--- src/rtl/fft_seq_pkg.sv ---
// Shared definitions for the FFT front-end input sequencer.
// Holds the sequencer state type and the default frame length.
package fft_seq_pkg;

  localparam int FFT_FRAME_LEN = 48;

  typedef enum logic [1:0] {
    IDLE = 2'd0,
    FILL = 2'd1,
    FULL = 2'd2
  } seq_state_t;

endpackage

--- src/rtl/flex_counter.sv ---
// Up-counter with synchronous clear and parallel load.
// Priority order: clear, then load, then count.
module flex_counter #(
  parameter int WIDTH = 6
) (
  input  logic             clk,
  input  logic             n_reset,
  input  logic             clear,
  input  logic             count_enable,
  input  logic             load,
  input  logic [WIDTH-1:0] load_val,
  output logic [WIDTH-1:0] count
);

  always_ff @(posedge clk or negedge n_reset) begin
    if (!n_reset) begin
      count <= '0;
    end else if (clear) begin
      count <= '0;
    end else if (load) begin
      count <= load_val;
    end else if (count_enable) begin
      count <= count + 1'b1;
    end
  end

endmodule

--- src/rtl/sample_frame_sequencer.sv ---
// Counts handshaked input samples into (optionally overlapped) frames and
// hands each full frame to the FFT core, with frame numbering and sticky overrun.
module sample_frame_sequencer
  import fft_seq_pkg::*;
#(
  parameter int FRAME_LEN   = FFT_FRAME_LEN,
  parameter int HOP_LEN     = FRAME_LEN,
  parameter int CNT_W       = $clog2(FRAME_LEN + 1),
  parameter int FRAME_CNT_W = 8
) (
  input  logic                   clk,
  input  logic                   n_reset,
  input  logic                   enable,
  input  logic                   sync_clear,
  input  logic                   in_valid,
  output logic                   in_ready,
  output logic                   sample_shift,
  output logic [CNT_W-1:0]       sample_idx,
  output logic                   frame_valid,
  input  logic                   fft_ready,
  output logic                   frame_strobe,
  output logic [FRAME_CNT_W-1:0] frame_num,
  output logic                   overrun
);

  localparam logic [CNT_W-1:0] LAST_IDX    = CNT_W'(FRAME_LEN - 1);
  localparam logic [CNT_W-1:0] RESTART_IDX = CNT_W'(FRAME_LEN - HOP_LEN);

  seq_state_t             state;
  seq_state_t             state_next;
  logic [FRAME_CNT_W-1:0] frame_num_next;
  logic                   overrun_next;

  // Ready/valid depend only on registered state, so fft_ready never reaches in_ready.
  assign in_ready     = (state == FILL);
  assign frame_valid  = (state == FULL);
  assign sample_shift = in_valid & in_ready;
  assign frame_strobe = frame_valid & fft_ready;

  // Dropping enable discards the partial frame; a transfer reloads the overlap.
  flex_counter #(
    .WIDTH(CNT_W)
  ) u_sample_cnt (
    .clk         (clk),
    .n_reset     (n_reset),
    .clear       (sync_clear | ~enable),
    .count_enable(sample_shift),
    .load        (frame_strobe),
    .load_val    (RESTART_IDX),
    .count       (sample_idx)
  );

  always_comb begin
    state_next     = state;
    frame_num_next = frame_num;
    overrun_next   = overrun;

    if (frame_strobe) begin
      frame_num_next = frame_num + 1'b1;
    end
    if (frame_valid && in_valid) begin
      overrun_next = 1'b1;
    end

    case (state)
      IDLE:    state_next = FILL;
      FILL:    if (sample_shift && sample_idx == LAST_IDX) state_next = FULL;
      FULL:    if (fft_ready) state_next = FILL;
      default: state_next = IDLE;
    endcase

    if (!enable) begin
      state_next = IDLE;
    end

    // Clear outranks every other update made in the same cycle.
    if (sync_clear) begin
      state_next     = enable ? FILL : IDLE;
      frame_num_next = '0;
      overrun_next   = 1'b0;
    end
  end

  always_ff @(posedge clk or negedge n_reset) begin
    if (!n_reset) begin
      state     <= IDLE;
      frame_num <= '0;
      overrun   <= 1'b0;
    end else begin
      state     <= state_next;
      frame_num <= frame_num_next;
      overrun   <= overrun_next;
    end
  end

endmodule
--- config.mk ---
export PLATFORM = sky130hd
export DESIGN_NAME = sample_frame_sequencer
export DESIGN_NICKNAME = d
export VERILOG_FILES = /design/src/rtl/fft_seq_pkg.sv /design/src/rtl/flex_counter.sv /design/src/rtl/sample_frame_sequencer.sv
export SDC_FILE = /design/constraint.sdc
export NUM_CORES = 1
export LEC_CHECK = 0
export ABC_AREA = 1
export CAP_MARGIN = 20
export CORE_ASPECT_RATIO = 0.6
export CORE_MARGIN = 1
export CORE_UTILIZATION = 31
export CTS_CLUSTER_DIAMETER = 120
export DETAILED_ROUTE_END_ITERATION = 6
export SLEW_MARGIN = 20
export SYNTH_ARGS = -nofsm -noshare
export SYNTH_HDL_FRONTEND = slang
export SYNTH_SLANG_ARGS = --single-unit
--- constraint.sdc ---
create_clock -name clk -period 2.3 [get_ports clk]
set_clock_uncertainty 0.1 [all_clocks]
set_input_delay 0.46 -clock clk [delete_from_list [all_inputs] [get_ports clk]]
set_output_delay 0.46 -clock clk [all_outputs]
set_load 0.02 [all_outputs]
==> results.md <==
* Status: finished clean
* I/O pins at 25
* Largest net degree at the start of global routing at 18
* Max stage delay on crit path at 0.59 ns
* Setup crit start kind: flip-flop
* Core footprint at 2890 um2
* Slew HR at 0.838
* Filler Cell Count at 294
* Final core occ at 0.457
* Non-filler cells, final at 199
* RR Endpoint: u_sample_cnt.count[0]$_DFFE_PN0P_
* Seq cells post-synth at 17
* FMAX at 471 MHz
* Yosys warns at 0
* DR vias/cell at 4.50
* Clk sinks at 17
* DRC viols at 0
* Detailed-route wire length per cell at 11.0 um
* Seq/Total Area, Yosys at 0.449
* Synthesis-to-layout area growth at 39.3%
* Row Count at 15
* P per Cell Area at 464 nW/um2
* Slowest stage cell on the critical path: clkdlybuf4s50_1
* Placed wire-length estimate at 1720 um
* CTS tree: done
* Antenna diode count at 0
* Buffers & Inverters on Critical Path at 3
* Most frequent cells in the layout: nand2_1, clkdlybuf4s50_1, inv_1
* CP Capture Type: output pin
* Syn Nets at 133
* Critical path class: reg2out
* Clk_lat worst skew at 0.25 ns
* CP endpoint: frame_valid
* Root Driver: clkbuf_8
* Max-cap violations at 0
* Post-Syn Instances at 125
* First-pass GRT wire length at 3520 um
* Setup TNS at 0 ns
* Critical path peak fanout at 3
* Die Ht at 44.8 um
* Vias in the first global route at 767
* Initial antenna violation count at 0
* Number of port buffers at 24
* Antenna Nets Post-Route at 0
* Reg2reg start: state[0]$_DFFE_PN0P_
* Die ar. at 3290 um2
* Synth unique cells at 21
* Clk buf depth at 2
* Final hold violations at 0
* CTS Buf Count at 3
* Syn avg cell area at 7.59 um2
* Most common cell after layout, fill and taps aside: nand2_1
* Fin Hold WS at 0.409 ns
* Worst Setup SP: state[0]$_DFFE_PN0P_
* Drt total wl at 2190 um
* Hold/Removal Path Class: reg2reg
* Final nets at 166
* Final slew viol count at 0
* Flop2flop setup slack at 0.93 ns
* H-tree Lvls at 1
* CTS Hold Bufs at 0
* Post-Syn Area at 948 um2
* Pre-antenna DRT Iters at 4
* Req. time, crit path at 1.74 ns
* Clk slew on worst S/H paths at 0.07 ns
* Reg2reg path depth at 7
* Worst path cell trace: inv_1, nand2_1, inv_1, clkdlybuf4s50_1
* Routed via count at 895
* Arrival time at the worst endpoint at 1.56 ns
* Setup Viol. Count Final at 0
* Total chip power at 0.613 mW
* Pleak at 0.639 nW
* Post-CTS Setup Inserts at 0
* Crit-path leading delay family: buffers and inverters
* Die X at 73.4 um
* Initial detailed-routing violation count at 63
* Unrepaired setup endpoints after global routing: false
* RePlAce Congestion at 0.803
* Minimum clock period after layout at 2.12 ns
* GR Overflow Total at 0
* Starting density of the core at 0.328
* WP depth at 4
* Layout cells sized above 1 at 0.115
* Overall Global Routing Usage at 0.143
* Crit-path most repeated cell: inv_1
* VDD IR max at 0.215 mV
* Slew @ Worst Pin at 0.241 ns
* Final period util at 0.923
* Placed Cells at 195
## Yosys cell counts
cell / instances / share of area
inv_1: 19 / 0.075
inv_2: 1 / 0.0040
nand3_2: 1 / 0.011
xor2_1: 2 / 0.018
dfrtp_1: 17 / 0.45
o21ai_2: 2 / 0.018
nor2b_2: 1 / 0.0092
nor3_1: 2 / 0.011
a21oi_1: 3 / 0.016
nor2_8: 1 / 0.021
nand4_1: 4 / 0.026
ha_1: 2 / 0.026
o21ai_0: 7 / 0.037
o21a_1: 1 / 0.0079
nand3_1: 8 / 0.042
nor2_2: 1 / 0.0066
nand2_4: 1 / 0.012
nor2_1: 16 / 0.063
buf_2: 1 / 0.0053
nand2_1: 34 / 0.13
nand2_2: 1 / 0.0066
## how the worst min path moves through the flow
stage	endpoint	cells after the start	from	slack (ns)
floorplan	frame_num[0]$_DFFE_PN0P_	0	n_reset	0.06
global placement	overrun$_DFFE_PN0P_	1	overrun$_DFFE_PN0P_	0.39
detailed placement	overrun$_DFFE_PN0P_	1	overrun$_DFFE_PN0P_	0.38
CTS	overrun$_DFFE_PN0P_	1	overrun$_DFFE_PN0P_	0.41
global route	overrun$_DFFE_PN0P_	1	overrun$_DFFE_PN0P_	0.43
finish	overrun$_DFFE_PN0P_	1	overrun$_DFFE_PN0P_	0.41
## cell families after synthesis
family          Yosys count  share of synthesized area
compound gates           13                     0.0792
xor+xnor                  2                     0.0185
fa+ha+maj                 2                     0.0264
buf+inv                  21                     0.0844
flops                    17                      0.449
simple gates             70                      0.343
## routing by layer
| metal | share of wire | global-route usage |
|---|---|---|
| met1 | 0.51 | 0.217 |
| met2 | 0.45 | 0.206 |
| met3 | 0.040 | 0.0402 |
| met4 | 0 | 0.0231 |
| met5 | 0 | 0 |
## stage by stage
| step | worst slack [ns] | area (um2) |
|---|---|---|
| CTS | 0.00127 | 1320 |
| global route | 0.121 | 1320 |
| finish | 0.177 | 1320 |
| floorplan | 0.935 | 948 |
| detailed placement | -0.0145 | 1270 |
| global placement | -0.00159 | 1270 |
## sequential cells by signal, indices dropped and copies added (netlist names)
name and count:
state 2, u_sample_cnt.count 6, overrun 1, frame_num 8
## report_power, final
part	switching [mW]	leakage, nW	total [mW]	internal [mW]
registers	0.00498	0.235	0.308	0.303
logic	0.0470	0.379	0.0799	0.0329
clock network	0.104	0.0255	0.225	0.120
## final cells by class
| type | instances | area (um2) | share of cell area |
|---|---|---|---|
| Inverter | 20 | 75.1 | 0.0568 |
| Multi-Input combinational cell | 87 | 443 | 0.335 |
| Clock inverter | 1 | 5.00 | 0.00379 |
| Tap cell | 42 | 52.6 | 0.0398 |
| Sequential cell | 17 | 425 | 0.322 |
| Timing Repair Buffer | 29 | 279 | 0.211 |
| Clock buffer | 3 | 41.3 | 0.0312 |
## what timing repair did
item                       in CTS  in global routing
setup endpoints to repair       1                  1
hold endpoints to repair        0                  0
resized for setup               1                  1
pin swaps                       0                  0
Note: power is estimated with default switching activity, not from simulation.
